$ cat config.mk
export PLATFORM = sky130hd
export DESIGN_NAME = hazard_ctrl_flat
export DESIGN_NICKNAME = d
export VERILOG_FILES = /design/src/rtl/hazard_ctrl_pkg.sv /design/src/rtl/hazard_ctrl_if.sv /design/src/rtl/hazard_ctrl_fwd_sel.sv /design/src/rtl/hazard_ctrl.sv /design/src/flat_wrapper.sv
export SDC_FILE = /design/constraint.sdc
export NUM_CORES = 1
export LEC_CHECK = 0
export CAP_MARGIN = 20
export CORE_ASPECT_RATIO = 1.1
export CORE_MARGIN = 8
export CORE_UTILIZATION = 34
export DETAILED_ROUTE_END_ITERATION = 10
export GPL_TIMING_DRIVEN = 0
export PLACE_DENSITY = 0.81
export SLEW_MARGIN = 30
export SYNTH_ARGS = -nofsm -noshare
export SYNTH_HDL_FRONTEND = slang
export SYNTH_SLANG_ARGS = --single-unit
$ cat constraint.sdc
create_clock -name clk -period 2.05 [get_ports clk]
set_input_delay 0.41 -clock clk [delete_from_list [all_inputs] [get_ports clk]]
set_output_delay 0.41 -clock clk [all_outputs]
set_load 0.005 [all_outputs]
$ cat src/rtl/hazard_ctrl_pkg.sv
// Shared types for the pipeline hazard controller: forwarding selects and memory-wait states.
package hazard_pkg;

  localparam int unsigned REG_AW = 5;

  typedef enum logic [1:0] {
    FWD_RD = 2'b00,
    FWD_W  = 2'b01,
    FWD_M  = 2'b10
  } fwd_sel_t;

  typedef enum logic [1:0] {
    IDLE = 2'd0,
    WAIT = 2'd1,
    ERR  = 2'd2
  } memwait_state_t;

endpackage

$ cat src/rtl/hazard_ctrl_if.sv
// Pipeline-side bundle for hazard_ctrl: stage register ids, handshake, and stall/flush/forward controls.
interface hazard_ctrl_if
  import hazard_pkg::*;
#(
  parameter int unsigned W = 32
);

  logic [REG_AW-1:0] Rs1D, Rs2D;
  logic [REG_AW-1:0] Rs1E, Rs2E, RdE;
  logic              ResultSrcE0;
  logic              PCSrcE;
  logic [REG_AW-1:0] RdM, RdW;
  logic              RegWriteM, RegWriteW;
  logic              MemReqM, MemAckM;

  logic [1:0]        ForwardAE, ForwardBE;
  logic              StallF, StallD, StallE, StallM;
  logic              FlushD, FlushE, FlushW;
  logic              MemErr;
  logic [W-1:0]      StallCount, FlushCount;

  // Pipeline side: supplies register ids and handshake, consumes controls
  modport master (
    output Rs1D, Rs2D, Rs1E, Rs2E, RdE, ResultSrcE0, PCSrcE,
           RdM, RdW, RegWriteM, RegWriteW, MemReqM, MemAckM,
    input  ForwardAE, ForwardBE, StallF, StallD, StallE, StallM,
           FlushD, FlushE, FlushW, MemErr, StallCount, FlushCount
  );

  // Controller side
  modport slave (
    input  Rs1D, Rs2D, Rs1E, Rs2E, RdE, ResultSrcE0, PCSrcE,
           RdM, RdW, RegWriteM, RegWriteW, MemReqM, MemAckM,
    output ForwardAE, ForwardBE, StallF, StallD, StallE, StallM,
           FlushD, FlushE, FlushW, MemErr, StallCount, FlushCount
  );

endinterface

$ cat src/rtl/hazard_ctrl_fwd_sel.sv
// Per-operand forwarding select; the M stage wins over W, and x0 is never forwarded.
module fwd_sel
  import hazard_pkg::*;
(
  input  logic [REG_AW-1:0] RsE,
  input  logic [REG_AW-1:0] RdM,
  input  logic [REG_AW-1:0] RdW,
  input  logic              RegWriteM,
  input  logic              RegWriteW,
  output fwd_sel_t          fwd
);

  // Priority match against the younger (M) result first
  always_comb begin
    fwd = FWD_RD;
    if (RegWriteM && (RsE != '0) && (RsE == RdM)) begin
      fwd = FWD_M;
    end else if (RegWriteW && (RsE != '0) && (RsE == RdW)) begin
      fwd = FWD_W;
    end
  end

endmodule

$ cat src/rtl/hazard_ctrl.sv
// Hazard controller for the 5-stage core: forwarding, load-use stall, branch flush,
// and a memory-wait freeze with timeout. Define HAZARD_PERF_EN to build the
// stall/flush performance counters; otherwise those ports read 0.
module hazard_ctrl
  import hazard_pkg::*;
#(
  parameter int unsigned W       = 32,
  parameter int unsigned TIMEOUT = 64
) (
  input  logic           clk,
  input  logic           rst_n,
  hazard_ctrl_if.slave   bus
);

  localparam int unsigned CW = $clog2(TIMEOUT + 1);
  localparam logic [CW-1:0] CNT_LAST = CW'(TIMEOUT - 1);

  memwait_state_t state_q, state_d;
  logic [CW-1:0]  cnt_q, cnt_d;
  logic           memerr_q, memerr_d;
  logic           freeze_c;
  logic           lu_c;
  fwd_sel_t       fwd_a, fwd_b;

  fwd_sel u_fwd_a (
    .RsE       (bus.Rs1E),
    .RdM       (bus.RdM),
    .RdW       (bus.RdW),
    .RegWriteM (bus.RegWriteM),
    .RegWriteW (bus.RegWriteW),
    .fwd       (fwd_a)
  );

  fwd_sel u_fwd_b (
    .RsE       (bus.Rs2E),
    .RdM       (bus.RdM),
    .RdW       (bus.RdW),
    .RegWriteM (bus.RegWriteM),
    .RegWriteW (bus.RegWriteW),
    .fwd       (fwd_b)
  );

  // Memory-wait state, wait counter and sticky error
  always_ff @(posedge clk) begin
    if (!rst_n) begin
      state_q  <= IDLE;
      cnt_q    <= '0;
      memerr_q <= 1'b0;
    end else begin
      state_q  <= state_d;
      cnt_q    <= cnt_d;
      memerr_q <= memerr_d;
    end
  end

  // Next state: the counter holds wait cycles already spent in WAIT, saturating
  always_comb begin
    state_d  = state_q;
    cnt_d    = cnt_q;
    memerr_d = memerr_q;
    case (state_q)
      IDLE: begin
        if (bus.MemReqM && !bus.MemAckM) begin
          state_d = WAIT;
          cnt_d   = '0;
        end
      end
      WAIT: begin
        if (bus.MemAckM) begin
          state_d = IDLE;
          cnt_d   = '0;
        end else begin
          if (cnt_q != '1) begin
            cnt_d = cnt_q + CW'(1);
          end
          if (cnt_d >= CNT_LAST) begin
            state_d  = ERR;
            memerr_d = 1'b1;
          end
        end
      end
      ERR: begin
        memerr_d = 1'b1;
      end
      default: begin
        state_d = IDLE;
        cnt_d   = '0;
      end
    endcase
  end

  // Freeze decode from the current state and handshake
  always_comb begin
    freeze_c = 1'b0;
    case (state_q)
      IDLE:    freeze_c = bus.MemReqM && !bus.MemAckM;
      WAIT:    freeze_c = !bus.MemAckM;
      default: freeze_c = 1'b0;
    endcase
  end

  // Stall/flush/forward controls; freeze overrides load-use and branch, reset forces all low
  always_comb begin
    lu_c = bus.ResultSrcE0 && (bus.RdE != '0) &&
           ((bus.Rs1D == bus.RdE) || (bus.Rs2D == bus.RdE));
    bus.ForwardAE = 2'b00;
    bus.ForwardBE = 2'b00;
    bus.StallF    = 1'b0;
    bus.StallD    = 1'b0;
    bus.StallE    = 1'b0;
    bus.StallM    = 1'b0;
    bus.FlushD    = 1'b0;
    bus.FlushE    = 1'b0;
    bus.FlushW    = 1'b0;
    if (rst_n) begin
      bus.ForwardAE = fwd_a;
      bus.ForwardBE = fwd_b;
      bus.StallF    = freeze_c || (lu_c && !bus.PCSrcE);
      bus.StallD    = freeze_c || (lu_c && !bus.PCSrcE);
      bus.StallE    = freeze_c;
      bus.StallM    = freeze_c;
      bus.FlushW    = freeze_c;
      bus.FlushD    = !freeze_c && bus.PCSrcE;
      bus.FlushE    = !freeze_c && (bus.PCSrcE || lu_c);
    end
  end

  assign bus.MemErr = memerr_q;

`ifdef HAZARD_PERF_EN
  logic [W-1:0] stall_cnt_q, stall_cnt_d;
  logic [W-1:0] flush_cnt_q, flush_cnt_d;

  // Wrapping event counters
  always_comb begin
    stall_cnt_d = stall_cnt_q;
    flush_cnt_d = flush_cnt_q;
    if (bus.StallF) begin
      stall_cnt_d = stall_cnt_q + W'(1);
    end
    if (bus.FlushD || bus.FlushE) begin
      flush_cnt_d = flush_cnt_q + W'(1);
    end
  end

  // Counter registers
  always_ff @(posedge clk) begin
    if (!rst_n) begin
      stall_cnt_q <= '0;
      flush_cnt_q <= '0;
    end else begin
      stall_cnt_q <= stall_cnt_d;
      flush_cnt_q <= flush_cnt_d;
    end
  end

  assign bus.StallCount = stall_cnt_q;
  assign bus.FlushCount = flush_cnt_q;
`else
  assign bus.StallCount = '0;
  assign bus.FlushCount = '0;
`endif

endmodule

$ cat src/flat_wrapper.sv
// flat-port wrapper written by rule: the top's interface ports become plain ports
module hazard_ctrl_flat import hazard_pkg::*;
#(
  parameter int unsigned W       = 32,
  parameter int unsigned TIMEOUT = 64
)
  (clk, rst_n, bus_Rs1D, bus_Rs2D, bus_Rs1E, bus_Rs2E, bus_RdE, bus_ResultSrcE0, bus_PCSrcE, bus_RdM, bus_RdW, bus_RegWriteM, bus_RegWriteW, bus_MemReqM, bus_MemAckM, bus_ForwardAE, bus_ForwardBE, bus_StallF, bus_StallD, bus_StallE, bus_StallM, bus_FlushD, bus_FlushE, bus_FlushW, bus_MemErr, bus_StallCount, bus_FlushCount);
  hazard_ctrl_if #(.W(W)) bus_i ();
  input  logic clk;
  input  logic rst_n;
  input wire logic [$bits(bus_i.Rs1D)-1:0] bus_Rs1D;
  input wire logic [$bits(bus_i.Rs2D)-1:0] bus_Rs2D;
  input wire logic [$bits(bus_i.Rs1E)-1:0] bus_Rs1E;
  input wire logic [$bits(bus_i.Rs2E)-1:0] bus_Rs2E;
  input wire logic [$bits(bus_i.RdE)-1:0] bus_RdE;
  input wire logic [$bits(bus_i.ResultSrcE0)-1:0] bus_ResultSrcE0;
  input wire logic [$bits(bus_i.PCSrcE)-1:0] bus_PCSrcE;
  input wire logic [$bits(bus_i.RdM)-1:0] bus_RdM;
  input wire logic [$bits(bus_i.RdW)-1:0] bus_RdW;
  input wire logic [$bits(bus_i.RegWriteM)-1:0] bus_RegWriteM;
  input wire logic [$bits(bus_i.RegWriteW)-1:0] bus_RegWriteW;
  input wire logic [$bits(bus_i.MemReqM)-1:0] bus_MemReqM;
  input wire logic [$bits(bus_i.MemAckM)-1:0] bus_MemAckM;
  output wire logic [$bits(bus_i.ForwardAE)-1:0] bus_ForwardAE;
  output wire logic [$bits(bus_i.ForwardBE)-1:0] bus_ForwardBE;
  output wire logic [$bits(bus_i.StallF)-1:0] bus_StallF;
  output wire logic [$bits(bus_i.StallD)-1:0] bus_StallD;
  output wire logic [$bits(bus_i.StallE)-1:0] bus_StallE;
  output wire logic [$bits(bus_i.StallM)-1:0] bus_StallM;
  output wire logic [$bits(bus_i.FlushD)-1:0] bus_FlushD;
  output wire logic [$bits(bus_i.FlushE)-1:0] bus_FlushE;
  output wire logic [$bits(bus_i.FlushW)-1:0] bus_FlushW;
  output wire logic [$bits(bus_i.MemErr)-1:0] bus_MemErr;
  output wire logic [$bits(bus_i.StallCount)-1:0] bus_StallCount;
  output wire logic [$bits(bus_i.FlushCount)-1:0] bus_FlushCount;
  assign bus_i.Rs1D = bus_Rs1D;
  assign bus_i.Rs2D = bus_Rs2D;
  assign bus_i.Rs1E = bus_Rs1E;
  assign bus_i.Rs2E = bus_Rs2E;
  assign bus_i.RdE = bus_RdE;
  assign bus_i.ResultSrcE0 = bus_ResultSrcE0;
  assign bus_i.PCSrcE = bus_PCSrcE;
  assign bus_i.RdM = bus_RdM;
  assign bus_i.RdW = bus_RdW;
  assign bus_i.RegWriteM = bus_RegWriteM;
  assign bus_i.RegWriteW = bus_RegWriteW;
  assign bus_i.MemReqM = bus_MemReqM;
  assign bus_i.MemAckM = bus_MemAckM;
  assign bus_ForwardAE = bus_i.ForwardAE;
  assign bus_ForwardBE = bus_i.ForwardBE;
  assign bus_StallF = bus_i.StallF;
  assign bus_StallD = bus_i.StallD;
  assign bus_StallE = bus_i.StallE;
  assign bus_StallM = bus_i.StallM;
  assign bus_FlushD = bus_i.FlushD;
  assign bus_FlushE = bus_i.FlushE;
  assign bus_FlushW = bus_i.FlushW;
  assign bus_MemErr = bus_i.MemErr;
  assign bus_StallCount = bus_i.StallCount;
  assign bus_FlushCount = bus_i.FlushCount;
  hazard_ctrl #(.W(W), .TIMEOUT(TIMEOUT)) u_core (.clk(clk), .rst_n(rst_n), .bus(bus_i));
endmodule
==> results of run 1 <==
[critical path: stages]
cell                      delay, ns
sky130_fd_sc_hd__buf_2         0.10
sky130_fd_sc_hd__xor2_1        0.15
sky130_fd_sc_hd__nor3_1        0.24
sky130_fd_sc_hd__a22oi_2       0.10
sky130_fd_sc_hd__or3_4         0.39
sky130_fd_sc_hd__a21oi_4       0.16
sky130_fd_sc_hd__buf_6         0.11
sky130_fd_sc_hd__buf_6         0.08
[worst min path at each step]
stage                      startpoint  cells after the start                 to
floorplan           u_core.bus.MemErr                      2  u_core.bus.MemErr
global placement    u_core.bus.MemErr                      2  u_core.bus.MemErr
detailed placement  u_core.bus.MemErr                      2  u_core.bus.MemErr
CTS                 u_core.bus.MemErr                      2  u_core.bus.MemErr
global route        u_core.bus.MemErr                      2  u_core.bus.MemErr
finish              u_core.bus.MemErr                      2  u_core.bus.MemErr
[cell type report]
type                    count  area, um^2
repair buffers             59       494.2
well taps                  54       67.56
inverters                   4       18.77
clock buffers               4       55.05
fillers                   410        1782
flip-flops and latches     10       200.2
plain buffers              70       533.0
multi-input cells         178        1104
[timing repair]
item | CTS | global route
setup endpoints to repair | 11 | 8
pin swaps | 29 | 17
buffers inserted | 5 | 0
resized for setup | 147 | 27
[state kept, by name (all words and copies together), names as in the netlist]
| register | count |
|---|---|
| u_core.cnt_q | 7 |
| u_core.state_q | 2 |
| u_core.bus.MemErr | 1 |
[routing by layer]
metal	track usage (%)	vias to the layer above
met5	0	-
met4	3.710	0
met3	5.497	7
met2	23.26	76
met1	11.98	668
li1	-	800
[placed cells by master (no fill, tap or decap), drive strengths merged, types with 4 or more instances in the layout]
cell type / netlist / routed
nand3: 5 / 5
nor4: 4 / 4
xor2: 14 / 14
nor3: 6 / 6
o21ai: 5 / 5
nor2: 11 / 11
a21oi: 9 / 9
dlygate4sd2: 0 / 12
nand4: 7 / 7
clkdlybuf4s50: 0 / 7
dlymetal6s2s: 0 / 4
conb: 1 / 64
xnor2: 16 / 16
nand2: 11 / 11
buf: 69 / 100
dfxtp: 10 / 10
clkbuf: 1 / 7
[cell families after synthesis]
| logic type | share of synthesized area, % |
|---|---|
| buffers and inverters | 35.88 |
| and+or+nand+nor | 19.92 |
| xor gates and xnor gates | 17.65 |
| AOI/OAI and AO/OA | 12.02 |
| DFF | 13.45 |
| adders and majority gates | 0.8402 |
| other | 0.2519 |
[report_power, final]
group	internal, mW	switching (mW)	total (mW)
Sequential	0.196	0.00299	0.199
Clock	0.170	0.0873	0.257
Combinational	0.204	0.151	0.355
[stage by stage]
step                      power [mW]  setup slack (ns)  area (um^2)  instances
after CTS                     0.7968          -0.06657         2417        379
after global routing          0.8619           -0.1961         2472        379
after detailed placement      0.5334           -0.9084         2333        370
after floorplan               0.4008            0.1266         1725        262
final                         0.8109           -0.1039         2472        379
after global placement        0.5287           -0.9014         2333        370
==> flow_results.org, run 1 <==
** Drt
- Via count :: 1551
- The final layout contains routed wiring with a total length of 4514 um.
- After detailed routing, the number of remaining DRC violations is 0.
- The first detailed-routing pass took 4 iterations.
- Met2 wire length :: 2389 um
- Drt initial violations :: 66
- Routed wl met3 :: 457 um
- Ratio of routed vias to standard cells :: 4.092
- The count of nets left with antenna violations once routing finished came out at 0.
- Highest routed metal layer :: met4
- For this block, wires on met1 add up to between 1500 and 2000 um.
- After detailed routing, the average wire length per cell comes to 11.91 um.

** Clock network
- Clock transition time at the flip-flop clock pins of the worst setup and hold paths :: 0.05 ns
- The root buffer cell chosen for the clock tree is sky130_fd_sc_hd__clkbuf_8.
- Maximum level of the CTS H-tree :: 1
- TritonCTS clock tree :: yes
- Cts bufs inserted :: 3
- At the later pin of the worst-skew pair, clock insertion delay measures 0.24 ns.
- Clock Sink Count :: 10
- Post-CTS Hold Fix Bufs :: 0
- Maximum buffer depth of the clock tree :: 2

** Run status
- Violations in the final reports :: negative setup slack
- Status :: finished, violations left

** Die
- Count of standard-cell rows :: 25
- Starting utilization of the core area :: 35.00%
- Measured along the y axis, the die boundary spans 85.41 um.
- Core Region :: 4254 um^2
- The die covers roughly 6800 um^2.
- Measured along the x axis, the die boundary spans 79.10 um.
- 119 I/O pins were placed.

** Global routing
- Entering global routing, the biggest net connects 10 pins.
- Global route overflow :: 0
- The number of antenna violations at the first check in global routing came to 0.
- First-pass GRT wire length :: 7072 um
- GR Util All Layers :: 12.54%
- Number of global-route vias before repair :: 1613

** Setup path
- Logic depth of the worst register-to-register path :: 7
- Arrival time of the worst setup path :: 1.74 ns
- The worst register-to-register path has a setup slack of 0.12 ns.
- Beginning of the worst register-to-register path :: u_core.cnt_q[0]
- Critical R2R Capture :: u_core.bus.MemErr
- Critical path destination :: bus_StallF
- WP data required :: 1.64 ns
- Worst setup SP type :: primary input
- Maximum fanout along the worst path :: 2
- The critical path in this run is classified as primary input to primary output.
- Tracing the worst setup path back leads to its startpoint at bus_Rs1D[2].
- The worst setup path is captured at a primary output.

** Timing
- After layout, the worst path uses 105.1% of the clock period.
- Max Clk Rate :: about 460 MHz
- Setup repair after global routing could not meet its margin everywhere.
- At the pin with the least slew margin, the transition time is 0.5149 ns.
- Relative slew slack :: 65.67%
- The final number of max-transition violations was 0.
- The tightest hold path in the finished design has a slack of 0.4981 ns.
- The final-report hold violation count is 0.
- Final Worst Setup Slack :: -0.1039 ns
- Final critical-path required period :: 2.154 ns
- Clock Skew :: 0.003164 ns
- Count of endpoints failing setup in the final report :: 2
- Setup total negative slack on the finished layout was measured at -0.1582 ns.

** Layout
- Cells fill 58.12% of the core in the end.
- At the end of the flow, the number of nets in the layout was 370.
- The post-route netlist has 38.77% of its cells at a drive strength greater than 1.
- Area growth from synthesis to layout :: 66.05%
- The repair_antennas step left the layout with diodes totalling 0.

** Logic synthesis
- Flip-flop and latch count after synthesis :: 10
- Average footprint of a synthesized cell :: 7.482 um^2
- After synthesis the cells add up to 1489 um^2.
- Portion of synthesized cell area occupied by the leading cell type :: 34.29%
- Counting every instance in the synthesized netlist gives 199.
- Main area contributors after synthesis :: sky130_fd_sc_hd__buf_4 (34%), sky130_fd_sc_hd__dfxtp_1 (13%), sky130_fd_sc_hd__xnor2_1 (9.4%)
- Post-synthesis sequential area ratio :: 13.45%
- Post-synth top cells :: sky130_fd_sc_hd__buf_4 (68), sky130_fd_sc_hd__xnor2_1 (16), sky130_fd_sc_hd__xor2_1 (14)
- Synth unique cells :: 38
- Among all flip-flop cells after synthesis, the most frequent one is sky130_fd_sc_hd__dfxtp_1.
- The most common cell in the synthesized netlist is sky130_fd_sc_hd__buf_4.
- Async set-or-reset flop fraction in the synthesized netlist :: 0%
- The largest total area in the synthesized netlist belongs to sky130_fd_sc_hd__buf_4.
- Synth Warn # :: 0
- Counting flops with a built-in enable in the synthesized netlist gives 0.

** Run
- Max-cap violations in this run came to 0.

** Placement
- The wire-length estimate of the detail-placed layout is 3703 um.
- Routability-driven placement finished with a final weighted congestion of 0.8167.
- Buffers placed on the I/O ports in this run total 54.

** Min path
- Tightest Hold Check Type :: flip-flop to flip-flop

** Power
- Leakage component of the power :: 1.278 nW
- Power spread over the standard cell area amounts to 328.0 nW/um^2.
- The worst-case IR drop observed on VDD is 0.1691 mV.
No activity file was read; power rests on OpenSTA's default activity.
==> inputs of run 2 (changes only) <==
- clock period: 2.05 -> 2.42 ns (I/O delays scaled with it)
==> flow_results.org, run 2 (synthesis results as in run 1) <==
** Setup path
- Beginning of the worst register-to-register path :: u_core.cnt_q[0]
- The worst register-to-register path ends at u_core.bus.MemErr.
- The worst setup path is launched from a primary input.
- Critical path, cell by cell :: clkdlybuf4s15_1 -> xor2_1 -> nor3_2 -> a22oi_2 -> or3_4 -> a21oi_4 -> buf_6 -> buf_6
- Worst setup path start :: bus_RdE[2]
- Critical-path top delay cell :: sky130_fd_sc_hd__or3_4
- WP data required :: between 1.5 and 2 ns
- Critical Path End Type :: primary output
- Data arrives at the worst endpoint at 1.92 ns.
- Critical path destination :: bus_StallF
- The largest single stage delay on the critical path is 0.39 ns.
- Register-to-register setup slack :: 0.49 ns
- Along the worst path, the maximum fanout reaches 3.
- Logic depth of the worst register-to-register path :: 7
- Most used cell along the critical path :: sky130_fd_sc_hd__buf_6
- The setup path with the least slack is of type primary input to primary output.

** Layout
- The post-route netlist has between 30% and 40% of its cells at a drive strength greater than 1.
- Antenna cell count :: 0
- Leaving out fill and tap cells, the most frequent cell in the layout is sky130_fd_sc_hd__buf_4.
- The register with the most flip-flops in the layout has 7 of them.
- In the layout the commonest cells are sky130_fd_sc_hd__buf_4 (72), sky130_fd_sc_hd__conb_1 (64), sky130_fd_sc_hd__dlygate4sd2_1 (19).
- Net count reported at finish :: 370
- From synthesis to final layout, the design area changed by 67.65%.
- More flip-flops sit in one register than any other, and that register is u_core.cnt_q.
- Final Cell Area :: 2496 um^2

** Min path
- Tightest Hold Check Type :: flip-flop to flip-flop

** Clock network
- CTS built an H-tree with a depth of 1.
- TritonCTS clock tree :: yes
- The clock reaches the later pin of the worst-skew pair after 0.25 ns.
- The root buffer cell chosen for the clock tree is sky130_fd_sc_hd__clkbuf_8.
- The clock passes through at most 2 buffers.
- After clock tree synthesis, the clock-pin slew on the worst setup and hold paths is 0.05 ns.
- Cts bufs inserted :: 3
- The tree built by TritonCTS fans out to 10 sinks.
- For this design, the CTS-stage hold fixing added 0 buffers.

** Drt
- In this run the remaining antenna-violating nets after routing total 0.
- In this run, the number of DRC markers left after iteration 0 of detailed routing was 54.
- The routed design has between 4000 and 5000 um of wire.
- The routed layout has around 1500 vias.
- Number of iterations in the first detailed-routing pass :: 4
- Mean routed wirelength per cell :: 11.54 um
- Post-detailed-route DRC marker count :: 0
- Ratio of routed vias to standard cells :: slightly above 4

** Global routing
- The number of antenna violations at the first check in global routing is 0.
- Summed over all layers, the global routing overflow is 0.
- The first global-routing pass estimated 6851 um of wire.
- For this run, the total global-route usage over all layers was measured as between 10 and 15%.
- The via count of the first global-routing pass was 1596.
- Entering global routing, the biggest net connects 10 pins.

** Power
- Total power for the finished layout comes to between 0.6 and 0.7 mW.
- Areal power density over the cells :: 274.5 nW/um^2
- The analysis attributes to cell leakage a power of 1.254 nW.
- Worst supply voltage drop on vdd :: 0.1450 mV

** Timing
- After layout, the worst path uses 99.21% of the clock period.
- The final-report hold violation count came to 0.
- Max Clk Rate :: roughly 420 MHz
- Setup repair after global routing could not meet its margin everywhere.
- Count of endpoints failing setup in the final report :: 0
- Clock Skew :: around 0.0051 ns
- For the pin with the worst max-slew slack, the measured transition is 0.5144 ns.
- Measured against its own limit, the worst slew margin works out to between 60% and 70%.
- Final critical-path required period :: 2.401 ns
- Sum of negative setup slack :: 0 ns
- The final number of max-transition violations is 0.

** Placement
- Final estimated routing congestion in global placement :: 0.8167
- Cell Area, Placed :: 2333 um^2
- Total of buffers placed on input and output ports :: 54
- The wire-length estimate of the detail-placed layout is 3703 um.

** Die
- The core region is 4254 um^2.
- Count of standard-cell rows :: 25
- Count of boundary I/O pins :: 119
- The initial utilization of the core area, before any placement, comes to 35.00%.
- From left edge to right edge, the die measures 79.10 um.
- Die extent in y :: 85.41 um
- Die Outline Area :: 6755 um^2

** Run status
- Status :: finished, final reports clean

** Run
- Max-cap violations in this run came to 0.
run 2: cell type report:
type	count	area [um^2]
multi-input cells	178	1081
inverters	4	18.77
fillers	411	1758
repair buffers	59	540.5
clock buffers	4	55.05
well taps	54	67.56
plain buffers	70	533.0
flip-flops and latches	10	200.2
run 2: how the worst min path moves through the flow:
stage	depth (start not counted)	slack, ns	endpoint	from
after floorplan	2	0.47	u_core.bus.MemErr	u_core.bus.MemErr
after global placement	2	0.47	u_core.bus.MemErr	u_core.bus.MemErr
after detailed placement	2	0.49	u_core.bus.MemErr	u_core.bus.MemErr
after CTS	2	0.50	u_core.bus.MemErr	u_core.bus.MemErr
after global routing	2	0.54	u_core.bus.MemErr	u_core.bus.MemErr
final	2	0.50	u_core.bus.MemErr	u_core.bus.MemErr
run 2: where the power goes:
group          leakage (nW)  internal [mW]  switching, mW
Combinational          1.14          0.173          0.124
Clock                0.0288          0.144         0.0755
Sequential           0.0807          0.166        0.00252
run 2: what timing repair did:
item	CTS	global route
resized for setup	70	22
pin swaps	20	15
buffers inserted	4	1
hold endpoints to repair	0	0
setup endpoints to repair	11	7
run 2: worst max-delay path: cells and delay by family:
family                 cells  cell delay, ns
buffers and inverters      3            0.41
AO/OA/AOI/OAI              2            0.26
AND/OR/NAND/NOR            2            0.59
XOR/XNOR                   1            0.19
run 2: metal layers:
| metal | track usage [%] | vias up | part of all wire (%) |
|---|---|---|---|
| li1 | - | 801 | - |
| met1 | 11.19 | 658 | 35 |
| met2 | 23.04 | 81 | 53 |
| met3 | 5.603 | 5 | 11 |
| met4 | 3.710 | 0 | 1.4 |
| met5 | 0 | - | 0 |
run 2: per-stage QoR:
stage	setup WS [ns]	utilization [%]	hold slack (ns)	cells
final	0.01920	58.68	0.4995	379
after global routing	-0.06266	58.68	0.5354	379
after CTS	0.004879	57.15	0.5047	378
after detailed placement	-0.6864	54.85	0.4924	370
after global placement	-0.6794	54.85	0.4692	370
after floorplan	0.3486	-	0.4735	262
